**src/rtl/uart_packet_serializer.sv**
```systemverilog
// Streams a wide packet one byte at a time into a uart_tx. It runs the load/start/finish
// handshake, stretches the strobes across the slow baud clock, and flags done or timeout.
module uart_packet_serializer #(
    parameter int PACKET_BITS = 144,
    parameter int HOLD_CYCLES = 5209,
    parameter int TIMEOUT     = 4000000
) (
    input  logic                   clk,
    input  logic                   reset_n,
    input  logic                   soft_reset,
    input  logic                   start,
    input  logic [PACKET_BITS-1:0] packet_in,
    input  logic [7:0]             byte_count,
    input  logic                   uart_tx_done,
    output logic [7:0]             uart_data,
    output logic                   uart_load,
    output logic                   uart_start,
    output logic                   busy,
    output logic                   done,
    output logic                   error
);

    localparam int                PACKET_BYTES = PACKET_BITS / 8;
    localparam int                HOLD_W       = $clog2(HOLD_CYCLES + 1);
    localparam logic [8:0]        MAX_COUNT    = 9'(PACKET_BYTES);
    localparam logic [HOLD_W-1:0] HOLD_LAST    = HOLD_W'(HOLD_CYCLES - 1);
    localparam logic [31:0]       TIMEOUT_LAST = 32'(TIMEOUT - 1);

    typedef enum logic [2:0] {
        S_IDLE,
        S_WAIT_READY,
        S_LOAD,
        S_START,
        S_WAIT_BUSY,
        S_WAIT_DONE
    } state_t;

    state_t                   state_q;
    state_t                   state_d;
    logic [PACKET_BITS-1:0]   packet_q;
    logic [7:0]               count_q;
    logic [7:0]               idx_q;
    logic [7:0]               idx_d;
    logic [7:0]               data_d;
    logic [HOLD_W-1:0]        hold_cnt_q;
    logic [31:0]              tmo_cnt_q;
    logic                     tx_done_meta;
    logic                     tx_done_sync;
    logic                     capture;
    logic                     done_d;
    logic                     error_d;
    logic                     hold_last;
    logic                     tmo_last;
    logic                     in_wait;

    function automatic logic [7:0] select_byte(input logic [PACKET_BITS-1:0] pkt,
                                               input logic [7:0]             index);
        logic [7:0] b;
        b = '0;
        for (int k = 0; k < PACKET_BYTES; k++) begin
            if (index == 8'(k)) b = pkt[8*k +: 8];
        end
        return b;
    endfunction

    // tx_finish comes from the baud domain.
    always_ff @(posedge clk or negedge reset_n) begin
        if (!reset_n) begin
            tx_done_meta <= 1'b0;
            tx_done_sync <= 1'b0;
        end else begin
            // NOTE: non-blocking assignments make both flops sample old values on the
            // same edge, so this really is a two-stage chain and not a single wire.
            tx_done_meta <= uart_tx_done;
            tx_done_sync <= tx_done_meta;
        end
    end

    always_ff @(posedge clk or negedge reset_n) begin
        if (!reset_n) state_q <= S_IDLE;
        else          state_q <= state_d;
    end

    assign hold_last = (hold_cnt_q == HOLD_LAST);
    assign tmo_last  = (tmo_cnt_q == TIMEOUT_LAST);
    assign in_wait   = (state_q == S_WAIT_READY) || (state_q == S_WAIT_BUSY) ||
                       (state_q == S_WAIT_DONE);

    always_comb begin
        // NOTE: every signal gets a default before the case. Any path that leaves a
        // signal unassigned would infer a latch.
        state_d = state_q;
        idx_d   = idx_q;
        data_d  = uart_data;
        capture = 1'b0;
        done_d  = 1'b0;
        error_d = 1'b0;

        if (soft_reset) begin
            state_d = S_IDLE;
        end else begin
            unique case (state_q)
                S_IDLE: begin
                    if (start) begin
                        if (byte_count == 8'd0 || {1'b0, byte_count} > MAX_COUNT) begin
                            error_d = 1'b1;
                        end else begin
                            capture = 1'b1;
                            idx_d   = '0;
                            state_d = S_WAIT_READY;
                        end
                    end
                end
                S_WAIT_READY: begin
                    if (tx_done_sync) begin
                        data_d  = select_byte(packet_q, idx_q);
                        state_d = S_LOAD;
                    end else if (tmo_last) begin
                        error_d = 1'b1;
                        state_d = S_IDLE;
                    end
                end
                S_LOAD: begin
                    if (hold_last) state_d = S_START;
                end
                S_START: begin
                    if (hold_last) state_d = S_WAIT_BUSY;
                end
                S_WAIT_BUSY: begin
                    if (!tx_done_sync) begin
                        state_d = S_WAIT_DONE;
                    end else if (tmo_last) begin
                        error_d = 1'b1;
                        state_d = S_IDLE;
                    end
                end
                S_WAIT_DONE: begin
                    if (tx_done_sync) begin
                        if (idx_q == count_q - 8'd1) begin
                            done_d  = 1'b1;
                            state_d = S_IDLE;
                        end else begin
                            // The transmitter is already idle, so skip WAIT_READY.
                            idx_d   = idx_q + 8'd1;
                            data_d  = select_byte(packet_q, idx_q + 8'd1);
                            state_d = S_LOAD;
                        end
                    end else if (tmo_last) begin
                        error_d = 1'b1;
                        state_d = S_IDLE;
                    end
                end
                default: state_d = S_IDLE;
            endcase
        end
    end

    // Both counters restart on every state change, so each state sees a fresh budget.
    always_ff @(posedge clk or negedge reset_n) begin
        if (!reset_n) begin
            hold_cnt_q <= '0;
            tmo_cnt_q  <= '0;
        end else if (state_d != state_q) begin
            hold_cnt_q <= '0;
            tmo_cnt_q  <= '0;
        end else begin
            if (state_q == S_LOAD || state_q == S_START) hold_cnt_q <= hold_cnt_q + 1'b1;
            if (in_wait)                                 tmo_cnt_q  <= tmo_cnt_q + 32'd1;
        end
    end

    // NOTE: the packet and count registers have no reset. They are only read after
    // capture has loaded them, so a reset would only add fan-out on reset_n.
    always_ff @(posedge clk) begin
        if (capture) begin
            packet_q <= packet_in;
            count_q  <= byte_count;
        end
    end

    // Outputs are decoded from the next state, so every strobe is a flop output.
    always_ff @(posedge clk or negedge reset_n) begin
        if (!reset_n) begin
            idx_q      <= '0;
            uart_data  <= '0;
            uart_load  <= 1'b0;
            uart_start <= 1'b0;
            busy       <= 1'b0;
            done       <= 1'b0;
            error      <= 1'b0;
        end else begin
            idx_q      <= idx_d;
            uart_data  <= data_d;
            uart_load  <= (state_d == S_LOAD);
            uart_start <= (state_d == S_START);
            busy       <= (state_d != S_IDLE);
            done       <= done_d;
            error      <= error_d;
        end
    end

endmodule

```
**config.mk**
```make
export PLATFORM = sky130hd
export DESIGN_NAME = uart_packet_serializer
export DESIGN_NICKNAME = d
export VERILOG_FILES = /design/src/rtl/uart_packet_serializer.sv
export SDC_FILE = /design/constraint.sdc
export NUM_CORES = 1
export LEC_CHECK = 0
export ABC_AREA = 0
export CORE_MARGIN = 1
export CORE_UTILIZATION = 29
export DETAILED_ROUTE_END_ITERATION = 8
export HOLD_SLACK_MARGIN = 0.08
export MAX_ROUTING_LAYER = met4
export SYNTH_ARGS = -nofsm -noshare
export SYNTH_HDL_FRONTEND = slang
export SYNTH_SLANG_ARGS = --single-unit
```
**constraint.sdc**
```tcl
create_clock -name clk -period 20 [get_ports clk]
set_clock_uncertainty 0.2 [all_clocks]
set_input_delay 4 -clock clk [delete_from_list [all_inputs] [get_ports clk]]
set_output_delay 4 -clock clk [all_outputs]
set_load 0.1 [all_outputs]
```
==> results by group <==
Timing
  • Final setup margin: 13.07 ns
  • Final setup violation count: 0
  • Fin. max-slew vios: 0
  • Setup TNS: 0 ns
  • RSZ-0062 raised after global routing: no
  • Period minus WS final: 6.93 ns
  • Rel. slew slack: 0.228
  • Final hold vios: 0
  • Max Fclk: 0.144 GHz
  • Final cycle utilization of the critical path: 0.346
  • Worst Tran Pin Value: 1.15 ns

CTS
  • CTS tree: built
  • Longest Clk Path Bufs: 3
  • Post-CTS Resized: 0
  • Worst-skew pair later-pin latency: 0.56 ns
  • H-Tree Depth: 1
  • Clock root buffer: clkbuf_16
  • CTS Hold Buffers Added: 0
  • Post-CTS Repair Setup Buffers: 0
  • Clock sinks: 223
  • Worst-path clk slew: 0.06 ns
  • Num CTS Buffers: 27

Setup path
  • CP bufs+invs: 1
  • Startpoint types: primary input
  • CP max-delay cell: o21ai_4
  • Critical-path maximum fanout: 45
  • WP data required: 20.19 ns
  • Worst EP arrival: 7.12 ns
  • Crit-path cells: clkdlybuf4s50_1, or4_1, mux2i_1, nor3_1, a211oi_2, a221oi_4, and2_1, o21ai_4, nor2_1
  • Crit. End Element: register
  • Crit path kind: in -> reg
  • Critical Path Max Stage Delay: 0.88 ns
  • CP top delay family: compound AO/OA/AOI/OAI gates

Route
  • DRC: 0
  • DR vias: 10,200
  • Antenna-violating nets left: 0
  • Total Routed Length: 40,100 um
  • 1st-pass router iterations: 6
  • Routed length per placed instance: 22.1 um
  • Initial DRC count: 997
  • DR vias/cell: 5.61

Synthesis
  • Syn Nets: 1,301
  • Largest family of logic cells by synthesized area: compound AO/OA/AOI/OAI gates
  • Adder-cell share of the synthesized area: 0.0114
  • Seq cells post-synth: 223
  • Post-synth top flop: edfxtp_1
  • Mapped Area: 11,900 sq um
  • Post-Syn Area per Cell: 10.5 sq um
  • Mux share of post-synthesis cell area: 0.00611
  • Distinct cells, synth: 87
  • Number of synthesized flops with an enable pin: 152
  • Post-Syn Instances: 1,134
  • Top cells by area, synth: edfxtp_1 (38%), dfrtp_1 (15%), nor2_1 (3.5%), a21oi_1 (2.8%), nand2_1 (2.7%)
  • Cell taking the most area after synthesis: edfxtp_1
  • Post-synthesis xor/xnor area fraction: 0.0397
  • Ys async rst share: 0.318
  • Post-synth top area share: 0.384
  • Post-synthesis compound-gate area fraction: 0.197
  • Seq/Total Area, Yosys: 0.534
  • YS warnings: 0
  • Simple-gate share of the synthesized area: 0.174

Layout
  • Final core occ: 0.370
  • Syn-to-layout area delta: 24.8%
  • Ant. Diodes: 0
  • # nets final: 1,437
  • Share of layout cells above drive strength 1: 0.0713

Power
  • Sw Pwr: 0.385 mW
  • Sequential Power Share: 0.418
  • Cell-internal power: 0.878 mW
  • Pleak: 5.20 nW
  • Switching Share: 0.305
  • Combinational share of power: 0.216
  • Maximum VDD drop: 0.0461 mV
  • PD cells: 85.3 nW/um^2
  • Clock share of power: 0.366

Place
  • Post-DP HPWL: 29,000 um
  • GP Congestion: 0.916
  • I/O Buffers: 169
  • Pre-CTS WS: 12.48 ns

Global route
  • Total grt overflow: 0
  • All-Layer GR Usage: 0.195
  • Antenna violations before repair: 0
  • Vias in the first global route: 9,905
  • First-pass GRT wire length: 60,300 um
  • Largest net degree at the start of global routing: 72

Floorplanning
  • Initial Utilization: 0.296
  • Num ports: 170
  • Die height: 204 um
  • Core Area: 40,100 sq um
  • Rows: 73
  • Die area: 41,800 sq um
  • Die Width: 204 um

Outcome
  • Status: completed

Hold path
  • HP Class: reg -> reg

Job
  • Number of max-cap violations: 0
## flip-flops by register name (all words and copies together), names as in the netlist, 3 cells and up
| signal | cells |
|---|---|
| count_q | 8 |
| state_q | 3 |
| tmo_cnt_q | 32 |
| idx_q | 8 |
| uart_data | 8 |
| packet_q | 144 |
| hold_cnt_q | 13 |
## synth_stat cells, types with 14 or more instances
cell	number
edfxtp_1	152
nor2_1	112
nand2_1	87
dfrtp_1	71
a21oi_1	67
nand3_1	49
nor3_1	40
o21ai_0	38
clkbuf_1	37
o22ai_1	37
xor2_1	27
xnor2_1	25
a221oi_1	24
inv_1	24
buf_2	20
and3_1	17
a211oi_1	16
nand4_1	16
nor2b_1	15
a31oi_1	14
o211ai_1	14
## final timing paths
path                                             start                        to  slack (ns)  cells after the start
worst max-delay path                     byte_count[0]  tmo_cnt_q[4]$_DFFE_PN0P_       13.07                      9
worst min-delay path            tx_done_meta$_DFF_PN0_    tx_done_sync$_DFF_PN0_        0.19                      0
worst max register to register    idx_q[0]$_DFFE_PN0P_  uart_data[7]$_DFFE_PN0P_       15.56                     11
worst min register to register  tx_done_meta$_DFF_PN0_    tx_done_sync$_DFF_PN0_        0.19                      0
max in group asynchronous                      reset_n  uart_data[4]$_DFFE_PN0P_       15.64                      1
min in group asynchronous                      reset_n  tmo_cnt_q[3]$_DFFE_PN0P_        3.37                      1
## routing by layer
metal	wire length, um	track usage
met1	18100	0.273
met4	1280	0.0680
met3	3090	0.0263
met2	17700	0.289
met5	0	-
## layout by cell type, fill, tap and decap left out, types with 7 or more instances in the layout
master,n
dfrtp_1,71
edfxtp_1,152
o21ai_0,38
o221ai_1,11
inv_1,24
o211ai_1,14
a22o_1,7
nand4_1,16
nor3_1,40
or3_1,11
nand2_1,87
o22ai_1,37
nor4_1,11
buf_4,14
nand3_1,49
a221oi_1,24
xor2_1,27
o21a_1,9
ha_1,9
a221o_1,7
a211oi_1,16
nor2b_1,14
clkbuf_16,27
a22oi_1,9
clkdlybuf4s50_1,168
and3_1,17
a21oi_1,67
xnor2_1,25
nor2_1,112
a31oi_1,14
nand2b_1,9
## per-stage QoR
stage / hold slack, ns / power [mW] / instances / area (sq um)
finish: 0.190 / 1.26 / 1815 / 14800
global placement: 0.188 / 0.805 / 1766 / 14000
global route: 0.197 / 1.31 / 1815 / 14800
detailed placement: 0.188 / 0.806 / 1766 / 14000
floorplan: 0.131 / 0.700 / 1134 / 11900
CTS: 0.200 / 1.27 / 1815 / 14800
## power groups by stage
| stage | Sequential (mW) | Clock (mW) | Combinational (mW) |
|---|---|---|---|
| global route | 0.530 | 0.489 | 0.292 |
| global placement | 0.536 | 0 | 0.268 |
| CTS | 0.528 | 0.474 | 0.271 |
| detailed placement | 0.537 | 0 | 0.269 |
| finish | 0.528 | 0.463 | 0.273 |
| floorplan | 0.560 | 0 | 0.141 |
## kinds of logic (layout without fill, tap and decap cells)
logic type	Yosys count	after routing
simple gates	413	413
compound gates	326	326
flops	223	223
buf+inv	101	257
xor+xnor	53	53
fa+ha+maj	11	11
mux	7	7
## layout make-up
class,count,area [sq um]
Clock buffer,34,722
Clock inverter,15,113
Fill cell,3838,25300
Inverter,26,97.6
Multi-Input combinational cell,810,5100
Sequential cell,223,6340
Tap cell,525,657
Timing Repair Buffer,182,1790
Note: power is estimated with default switching activity, not from simulation.
